## src/rtl/lsu_rdata_buf.sv

```systemverilog
// Load read-response buffer: records per-load format metadata, formats memory read data and queues results in order.
// Optional error tracking per result is enabled by defining LSU_RDATA_ERR_EN.
module lsu_rdata_buf #(
  parameter int unsigned DEPTH  = 2,
  parameter int unsigned DATA_W = 32
) (
  input  logic              clk_i,
  input  logic              rst_ni,
  input  logic              req_valid_i,
  output logic              req_ready_o,
  input  logic [1:0]        req_type_i,
  input  logic              req_sign_i,
  input  logic [1:0]        req_offset_i,
  input  logic              data_rvalid_i,
  input  logic [DATA_W-1:0] data_rdata_i,
`ifdef LSU_RDATA_ERR_EN
  input  logic              data_err_i,
  output logic              lsu_err_o,
`endif
  output logic              lsu_rvalid_o,
  input  logic              lsu_rready_i,
  output logic [31:0]       lsu_rdata_o,
  output logic              spurious_o
);

  localparam int unsigned PTR_W = (DEPTH > 1) ? $clog2(DEPTH) : 1;
  localparam int unsigned CNT_W = $clog2(DEPTH + 1);
  localparam int unsigned SUM_W = CNT_W + 1;

  typedef struct packed {
    logic [1:0] ltype;
    logic       sign;
    logic [1:0] offset;
  } meta_t;

  function automatic logic [PTR_W-1:0] ptr_inc(input logic [PTR_W-1:0] p);
    return (p == PTR_W'(DEPTH - 1)) ? '0 : p + 1'b1;
  endfunction

  meta_t            r_m_mem [DEPTH];
  logic [31:0]      r_r_mem [DEPTH];
  logic [PTR_W-1:0] r_m_wr, r_m_rd, r_r_wr, r_r_rd;
  logic [CNT_W-1:0] r_m_cnt, r_r_cnt;
  logic             r_req_ready, r_rvalid, r_spurious;
  logic [31:0]      r_rdata;

  logic             w_push, w_resp, w_pop;
  logic [CNT_W-1:0] w_m_cnt_nxt, w_r_cnt_nxt, w_r_rem;
  logic [SUM_W-1:0] w_inflight_nxt;
  logic [PTR_W-1:0] w_r_rd_nxt;
  meta_t            w_head;
  logic [31:0]      w_rdata, w_fmt, w_wdata;
  logic [7:0]       w_byte;
  logic [15:0]      w_half;

  assign w_push = req_valid_i & r_req_ready;
  assign w_resp = data_rvalid_i & (r_m_cnt != '0);
  assign w_pop  = r_rvalid & lsu_rready_i;

  assign w_m_cnt_nxt    = r_m_cnt + CNT_W'(w_push) - CNT_W'(w_resp);
  assign w_r_cnt_nxt    = r_r_cnt + CNT_W'(w_resp) - CNT_W'(w_pop);
  assign w_inflight_nxt = SUM_W'(w_m_cnt_nxt) + SUM_W'(w_r_cnt_nxt);

  // Entries left in R once this cycle's pop is taken; selects the next output head
  assign w_r_rem    = r_r_cnt - CNT_W'(w_pop);
  assign w_r_rd_nxt = w_pop ? ptr_inc(r_r_rd) : r_r_rd;

  assign w_head  = r_m_mem[r_m_rd];
  assign w_rdata = 32'(data_rdata_i);

  // Lane select and sign/zero extension for the oldest pending load
  always_comb begin
    w_byte = w_rdata[7:0];
    w_half = w_head.offset[1] ? w_rdata[31:16] : w_rdata[15:0];
    w_fmt  = w_rdata;
    case (w_head.offset)
      2'd1:    w_byte = w_rdata[15:8];
      2'd2:    w_byte = w_rdata[23:16];
      2'd3:    w_byte = w_rdata[31:24];
      default: w_byte = w_rdata[7:0];
    endcase
    case (w_head.ltype)
      2'b00:   w_fmt = {{24{w_head.sign & w_byte[7]}}, w_byte};
      2'b01:   w_fmt = {{16{w_head.sign & w_half[15]}}, w_half};
      default: w_fmt = w_rdata;
    endcase
  end

`ifdef LSU_RDATA_ERR_EN
  logic r_r_err [DEPTH];
  logic r_err;

  assign w_wdata   = data_err_i ? '0 : w_fmt;
  assign lsu_err_o = r_err;

  always_ff @(posedge clk_i) begin
    if (w_resp) r_r_err[r_r_wr] <= data_err_i;
  end

  always_ff @(posedge clk_i or negedge rst_ni) begin
    if (!rst_ni)                r_err <= 1'b0;
    else if (w_r_rem != '0)     r_err <= r_r_err[w_r_rd_nxt];
    else if (w_resp)            r_err <= data_err_i;
  end
`else
  assign w_wdata = w_fmt;
`endif

  // FIFO storage; contents are only observed through valid pointers
  always_ff @(posedge clk_i) begin
    if (w_push) r_m_mem[r_m_wr] <= '{ltype: req_type_i, sign: req_sign_i, offset: req_offset_i};
    if (w_resp) r_r_mem[r_r_wr] <= w_wdata;
  end

  always_ff @(posedge clk_i or negedge rst_ni) begin
    if (!rst_ni) begin
      r_m_wr      <= '0;
      r_m_rd      <= '0;
      r_r_wr      <= '0;
      r_r_rd      <= '0;
      r_m_cnt     <= '0;
      r_r_cnt     <= '0;
      r_req_ready <= 1'b1;
      r_rvalid    <= 1'b0;
      r_spurious  <= 1'b0;
      r_rdata     <= '0;
    end else begin
      if (w_push) r_m_wr <= ptr_inc(r_m_wr);
      if (w_resp) begin
        r_m_rd <= ptr_inc(r_m_rd);
        r_r_wr <= ptr_inc(r_r_wr);
      end
      r_r_rd      <= w_r_rd_nxt;
      r_m_cnt     <= w_m_cnt_nxt;
      r_r_cnt     <= w_r_cnt_nxt;
      r_req_ready <= (w_inflight_nxt < SUM_W'(DEPTH));
      r_rvalid    <= (w_r_cnt_nxt != '0);
      r_spurious  <= data_rvalid_i & (r_m_cnt == '0);
      // Output holds its last value when R drains
      if (w_r_rem != '0)  r_rdata <= r_r_mem[w_r_rd_nxt];
      else if (w_resp)    r_rdata <= w_wdata;
    end
  end

  assign req_ready_o  = r_req_ready;
  assign lsu_rvalid_o = r_rvalid;
  assign lsu_rdata_o  = r_rdata;
  assign spurious_o   = r_spurious;

endmodule

```

## config.mk

```make
export PLATFORM = sky130hd
export DESIGN_NAME = lsu_rdata_buf
export DESIGN_NICKNAME = d
export VERILOG_FILES = /design/src/rtl/lsu_rdata_buf.sv
export SDC_FILE = /design/constraint.sdc
export NUM_CORES = 1
export LEC_CHECK = 0
export ABC_CLOCK_PERIOD_IN_PS = 2900
export CORE_ASPECT_RATIO = 0.8
export CORE_UTILIZATION = 50
export DETAILED_ROUTE_END_ITERATION = 6
export PLACE_DENSITY = 0.88
export SETUP_SLACK_MARGIN = 0.4
export SYNTH_ARGS = -nofsm -noshare
export SYNTH_HDL_FRONTEND = slang
export SYNTH_SLANG_ARGS = --single-unit
```

## constraint.sdc

```tcl
create_clock -name clk_i -period 2.9 [get_ports clk_i]
set_clock_uncertainty 0.05 [all_clocks]
set_input_delay 0.58 -clock clk_i [delete_from_list [all_inputs] [get_ports clk_i]]
set_output_delay 0.58 -clock clk_i [all_outputs]
set_load 0.01 [all_outputs]
```

== Yosys cells after proc, flatten, opt, wreduce, memory -nomap -nowiden ==
Memory sizes are Yosys's and may differ from the RTL's.
Cells that the tools add are included.

* Add/subtract/negate cells: 10
* Magnitude comparators: 1
* Eq/ne operators: 4
* Mux-type cells: 14
* Bitwise operators: 6
* Reductions and logical operators: 6

{| class="wikitable"
|+ Operators with widths
! cell !! number
|-
| $mux W32 || 2
|-
| $pmux W32 S2 || 1
|-
| $pmux W8 S3 || 1
|-
| $mux W16 || 1
|-
| $mux W1 || 9
|-
| $reduce_bool A2 Y1 || 4
|-
| $and A1 B1 Y1 || 6
|-
| $sub A2 B1 Y2 || 3
|-
| $add A1 B1 Y1 const B || 4
|-
| $add A2 B1 Y2 || 2
|-
| $eq A2 B1 Y1 const B || 2
|-
| $eq A2 B2 Y1 const B || 2
|-
| $logic_not A2 Y1 || 2
|-
| $add A2 B2 Y3 || 1
|-
| $lt A3 B2 Y1 const B || 1
|}

* Register bits: 43
* Memory bits (writable): 74
* Input bits: 42
* Output and inout port bits: 35
* Logic and storage cells: 53
* Memories kept: 2

{| class="wikitable"
|+ Memory list
! memory !! depth !! bits a word !! rd ports !! clocked after memory_dff !! write ports !! RTL line !! source
|-
| r_r_mem || 2 || 32 || 1 || 0 || 1 || 41 || <nowiki>logic [31:0] r_r_mem [DEPTH];</nowiki>
|-
| r_m_mem || 2 || 5 || 1 || 0 || 1 || 40 || <nowiki>meta_t r_m_mem [DEPTH];</nowiki>
|}

== Longest topological paths before layout ==
An unclocked memory read counts as a cell.

* Word-level depth: 7
* Depth in mapped cells: 11
* Gate-level depth less buffers: 10

== Worst setup path before layout ==
No wires, ideal clock.

* Path type: input-to-reg
* Start point: input data_rvalid_i
* End point: memory r_r_mem[0][0], enable pin
* Library setup time: 421 ps
* Arrival time: 2518 ps
* Required time: 2429 ps
* Slack: -89 ps
* Cell stages on the path: 4
* Path buffers: 2
* Path through: o21ai_0 > clkbuf_1 > clkbuf_1 > nor2_1

* Word-level cells in the longest chain between the ends: 3

{| class="wikitable"
|+ Ends and longest elaborated chain
! item !! RTL line !! source
|-
| from (decl) || 14 || <nowiki>input logic data_rvalid_i,</nowiki>
|-
| $and A1 B1 Y1 || 57 || <nowiki>assign w_resp = data_rvalid_i & (r_m_cnt != '0);</nowiki>
|-
| $mux W1 || 112 || <nowiki>if (w_resp) r_r_mem[r_r_wr] <= w_wdata;</nowiki>
|-
| $mux W1 (implied by the code) || 112 ||
|-
| to (decl) || 41 ||
|}

Every way passes these cells.

== Worst setup path after layout ==
* Start point: register r_req_ready (netlist: req_ready_o)
* End point: register r_req_ready (netlist: req_ready_o)

* Word-level cells in the longest chain between the ends: 5

{| class="wikitable"
|+ Ends and longest elaborated chain
! item !! RTL line !! source
|-
| from (decl) || 44 || <nowiki>logic r_req_ready, r_rvalid, r_spurious;</nowiki>
|-
| from (signal assigned) || 136 || <nowiki>r_req_ready <= (w_inflight_nxt < SUM_W'(DEPTH));</nowiki>
|-
| $and A1 B1 Y1 || 56 || <nowiki>assign w_push = req_valid_i & r_req_ready;</nowiki>
|-
| $add A2 B1 Y2 || 60 || <nowiki>assign w_m_cnt_nxt = r_m_cnt + CNT_W'(w_push) - CNT_W'(w_resp);</nowiki>
|-
| $sub A2 B1 Y2 || 60 ||
|-
| via w_m_cnt_nxt[1] || 48 || <nowiki>logic [CNT_W-1:0] w_m_cnt_nxt, w_r_cnt_nxt, w_r_rem;</nowiki>
|-
| $add A2 B2 Y3 || 62 || <nowiki>assign w_inflight_nxt = SUM_W'(w_m_cnt_nxt) + SUM_W'(w_r_cnt_nxt);</nowiki>
|-
| $lt A3 B2 Y1 || 136 ||
|}

The timed path passes the listed nets, and every way through them passes these cells.
A chain may end at the register's enable or synchronous reset.

==> impl_metrics.csv <==
group,metric,value,unit
run_status,status,"complete, no violations",
floorplan,num_rows,34,
timing,fmaxAchievable,414,MHz
place,gp_congestion,0.926,
floorplan,die_x,121,um
power_and_ir_drop,irDropWorstVdd,0.000653,V
drt,routed_via_density,6.14,
timing,slew_headroom,0.303,
timing,layout_min_cycle_time,2420,ps
place,dpl.hpwl,9880,um
cts,cts_buffer_depth,2,
place,dp_cells,673,
worst_setup_path,endpoint_kind,"register",
cells_and_area,finalNetCount,601,
worst_setup_path,path_class,"register to register",
synthesis,synth_ff_type,"edfxtp_1",
drt,drc,0,
global_routing,antenna_found_initial,0,
cts,cts_tree,"built",
place,dpl_cell_area,0.00666,sq mm
synthesis,avgSynthCellArea,12.2,sq um
synthesis,synth_area,0.00564,sq mm
cells_and_area,fill_cells,730,
worst_setup_path,arrival,2710,ps
timing,drv_slew,0,
cells_and_area,fin_util,0.676,
worst_setup_path,cp.required,3190,ps
cts,cts_sinks,117,
worst_setup_path,start_kind,"register",
cells_and_area,area_delta_synth_final,31.2,%
cells_and_area,diodes,0,
synthesis,yosysUniqueCellTypes,58,
cts,cts_root_buf,"clkbuf_16",
timing,min_period_over_period,0.833,
drt,wl,14900,um
drt,wl_per_cell,20.9,um
floorplan,die_y,97.0,um
drt,drtAntennaViolNets,0,
place,port_buffers,76,
drt,drt_iter0_markers,422,
worst_setup_path,cp_max_fo,3,
drt,firstDrtPassIters,5,
synthesis,synth_fp_nets,510,
timing,worst_pin_slew,1050,ps
cts,clkTransAtPathRegs,50,ps
cells_and_area,drive_gt1_frac,0.173,
floorplan,num_io_pins,77,
timing,timing.final.ws_setup,484,ps
synthesis,yosysSeqAreaShare,0.585,
hold_path,hp-class,"input port to asynchronous set/reset pin",
cts,cts_htree_levels,4,
synthesis,synth_edf_count,74,
power_and_ir_drop,p_leak,2.82,nW
timing,rsz0062_at_grt,"no",
synthesis,synth-seq-cells,117,
synthesis,yosysWarnings,0,
power_and_ir_drop,p_per_area,1190,mW/mm^2
cells_and_area,final_cells,711,
timing,hold_viol_final,0,
global_routing,grt_pass1_wl,23100,um
synthesis,synth_cells,463,
place,preCtsSetupSlack,-15.2,ps
global_routing,gr-total-overflow,0,
timing,setup_viol,0,
cts,numCtsBuffers,17,
floorplan,dieArea,0.0117,sq mm
synthesis,synth-async-reset-ratio,0.368,
timing,holdWs,312,ps
floorplan,core_area,0.0109,sq mm
cts,worst_skew_pair.late_latency,410,ps
global_routing,grtUsageTotal,0.266,
run,cap_violations,0,
global_routing,grt_max_degree,48,
drt,vias,4364,
global_routing,first_global_vias,4337,
cts,cts_hold_buf,0,
floorplan,start_util,0.515,
cells_and_area,final_cell_area,0.00739,sq mm
==> timing repair <==
| action | in CTS | in global routing |
|---|---|---|
| buffers inserted | 0 | 6 |
| setup endpoints to repair | 43 | 57 |
| pin swaps | 0 | 3 |
| gates cloned | 0 | 0 |
| resized for setup | 1 | 8 |
==> cells in the mapped netlist (3+ instances only) <==
cell       number  area (sq um)
nand3_1        18          90.1
clkbuf_1       21          78.8
or3_1           9          56.3
a31oi_1         6          37.5
nor2b_1         6          37.5
o2bb2ai_1       6          52.6
mux2i_1        28           280
dfrtp_1        42          1050
edfxtp_1       74          2220
mux2_2         10           113
o21ai_0        40           200
o211ai_1       16           120
a21oi_1        28           140
buf_2           5          25.0
and2_1          3          18.8
a21o_1          3          22.5
a211oi_1        6          45.0
xnor2_1         6          52.6
ha_1            4          50.1
o22a_1          6          52.6
inv_1           9          33.8
a221o_2         7          78.8
nand2_1        48           180
o221a_1         9           101
o31ai_1         7          52.6
nor2_1          8          30.0
==> metrics by stage <==
stage | TNS [ps] | total power [W]
global route | 0 | 0.00926
CTS | 0 | 0.00866
finish | 0 | 0.00880
detailed placement | -15.2 | 0.00644
global placement | 0 | 0.00626
floorplan | 0 | 0.00509
==> power by group <==
part	switching (W)	total [W]	internal, W
Clock	0.000704	0.00218	0.00148
Sequential	0.000345	0.00290	0.00256
Combinational	0.00199	0.00372	0.00173
Total	0.00304	0.00880	0.00577
==> final cells by class <==
type | instances | area (sq um) | area share
clock buffer | 26 | 552 | 0.0747
clock inverter | 6 | 83.8 | 0.0113
inverter | 9 | 33.8 | 0.00457
multi-input combinational | 307 | 2260 | 0.306
sequential | 117 | 3300 | 0.447
tap | 144 | 180 | 0.0244
timing repair buffer | 102 | 981 | 0.133
==> worst paths after layout <==
| check | start | end | slack, ps | depth (start not counted) |
|---|---|---|---|---|
| setup / recovery | req_ready_o | req_ready_o | 480 | 9 |
| hold / removal | rst_ni | r_r_cnt[1] | 310 | 1 |
| setup reg to reg | req_ready_o | req_ready_o | 480 | 9 |
| hold reg to reg | r_m_wr | r_m_wr | 440 | 1 |
| max in group asynchronous | rst_ni | r_m_rd | 1780 | 1 |
| min in group clk_i | r_m_wr | r_m_wr | 440 | 1 |
==> registers in the layout (all words and copies together), names as in the netlist <==
register	cells
r_m_rd	1
lsu_rdata_o	32
req_ready_o	1
r_m_cnt	2
lsu_rvalid_o	1
r_m_wr	1
r_r_cnt	2
r_r_mem	64
r_r_wr	1
r_m_mem	10
r_r_rd	1
spurious_o	1
==> worst max-delay path, cell delays in order (launching register included) <==
cell and delay (ps):
dfstp_2 600, nand2_2 120, ha_1 300, inv_1 40, ha_1 210, xnor2_2 200
xnor2_2 140, inv_1 80, fa_1 430, and2_1 170
==> kinds of logic after synthesis <==
| family | after synthesis | share of synthesized area |
|---|---|---|
| adder cells (fa/ha/maj) | 5 | 0.0124 |
| AND/OR/NAND/NOR | 104 | 0.0901 |
| multiplexers | 43 | 0.0855 |
| XOR/XNOR | 8 | 0.0124 |
| buffers and inverters | 39 | 0.0297 |
| AO/OA/AOI/OAI | 147 | 0.184 |
| flip-flops | 117 | 0.585 |
==> layout by cell type, fill, tap and decap left out, drive strengths merged, types with 3 or more instances in the layout <==
| master | netlist | final |
|---|---|---|
| and2 | 3 | 3 |
| nand3 | 18 | 18 |
| mux2i | 31 | 31 |
| a221o | 8 | 8 |
| or3 | 9 | 9 |
| edfxtp | 74 | 74 |
| a211oi | 8 | 8 |
| a21o | 3 | 3 |
| buf | 9 | 27 |
| dfrtp | 42 | 42 |
| xnor2 | 6 | 6 |
| inv | 9 | 9 |
| o22a | 6 | 6 |
| o2bb2ai | 6 | 6 |
| a31oi | 6 | 6 |
| ha | 4 | 4 |
| nor2b | 6 | 6 |
| o211ai | 17 | 17 |
| clkdlybuf4s50 | 0 | 73 |
| o21ai | 41 | 41 |
| nor3 | 3 | 3 |
| mux2 | 12 | 12 |
| a21oi | 28 | 28 |
| nor2 | 8 | 8 |
| o31ai | 7 | 7 |
| nand2 | 48 | 48 |
| o221a | 9 | 9 |
| clkbuf | 21 | 26 |
==> per-layer routing <==
metal | vias to the layer above | track usage | part of all wire
met1 | 2130 | 0.360 | 0.42
li1 | 1955 | - | -
met2 | 242 | 0.409 | 0.47
met5 | - | 0 | 0
met3 | 37 | 0.0743 | 0.089
met4 | 0 | 0.0969 | 0.027
(Power assumes the default switching activity.)
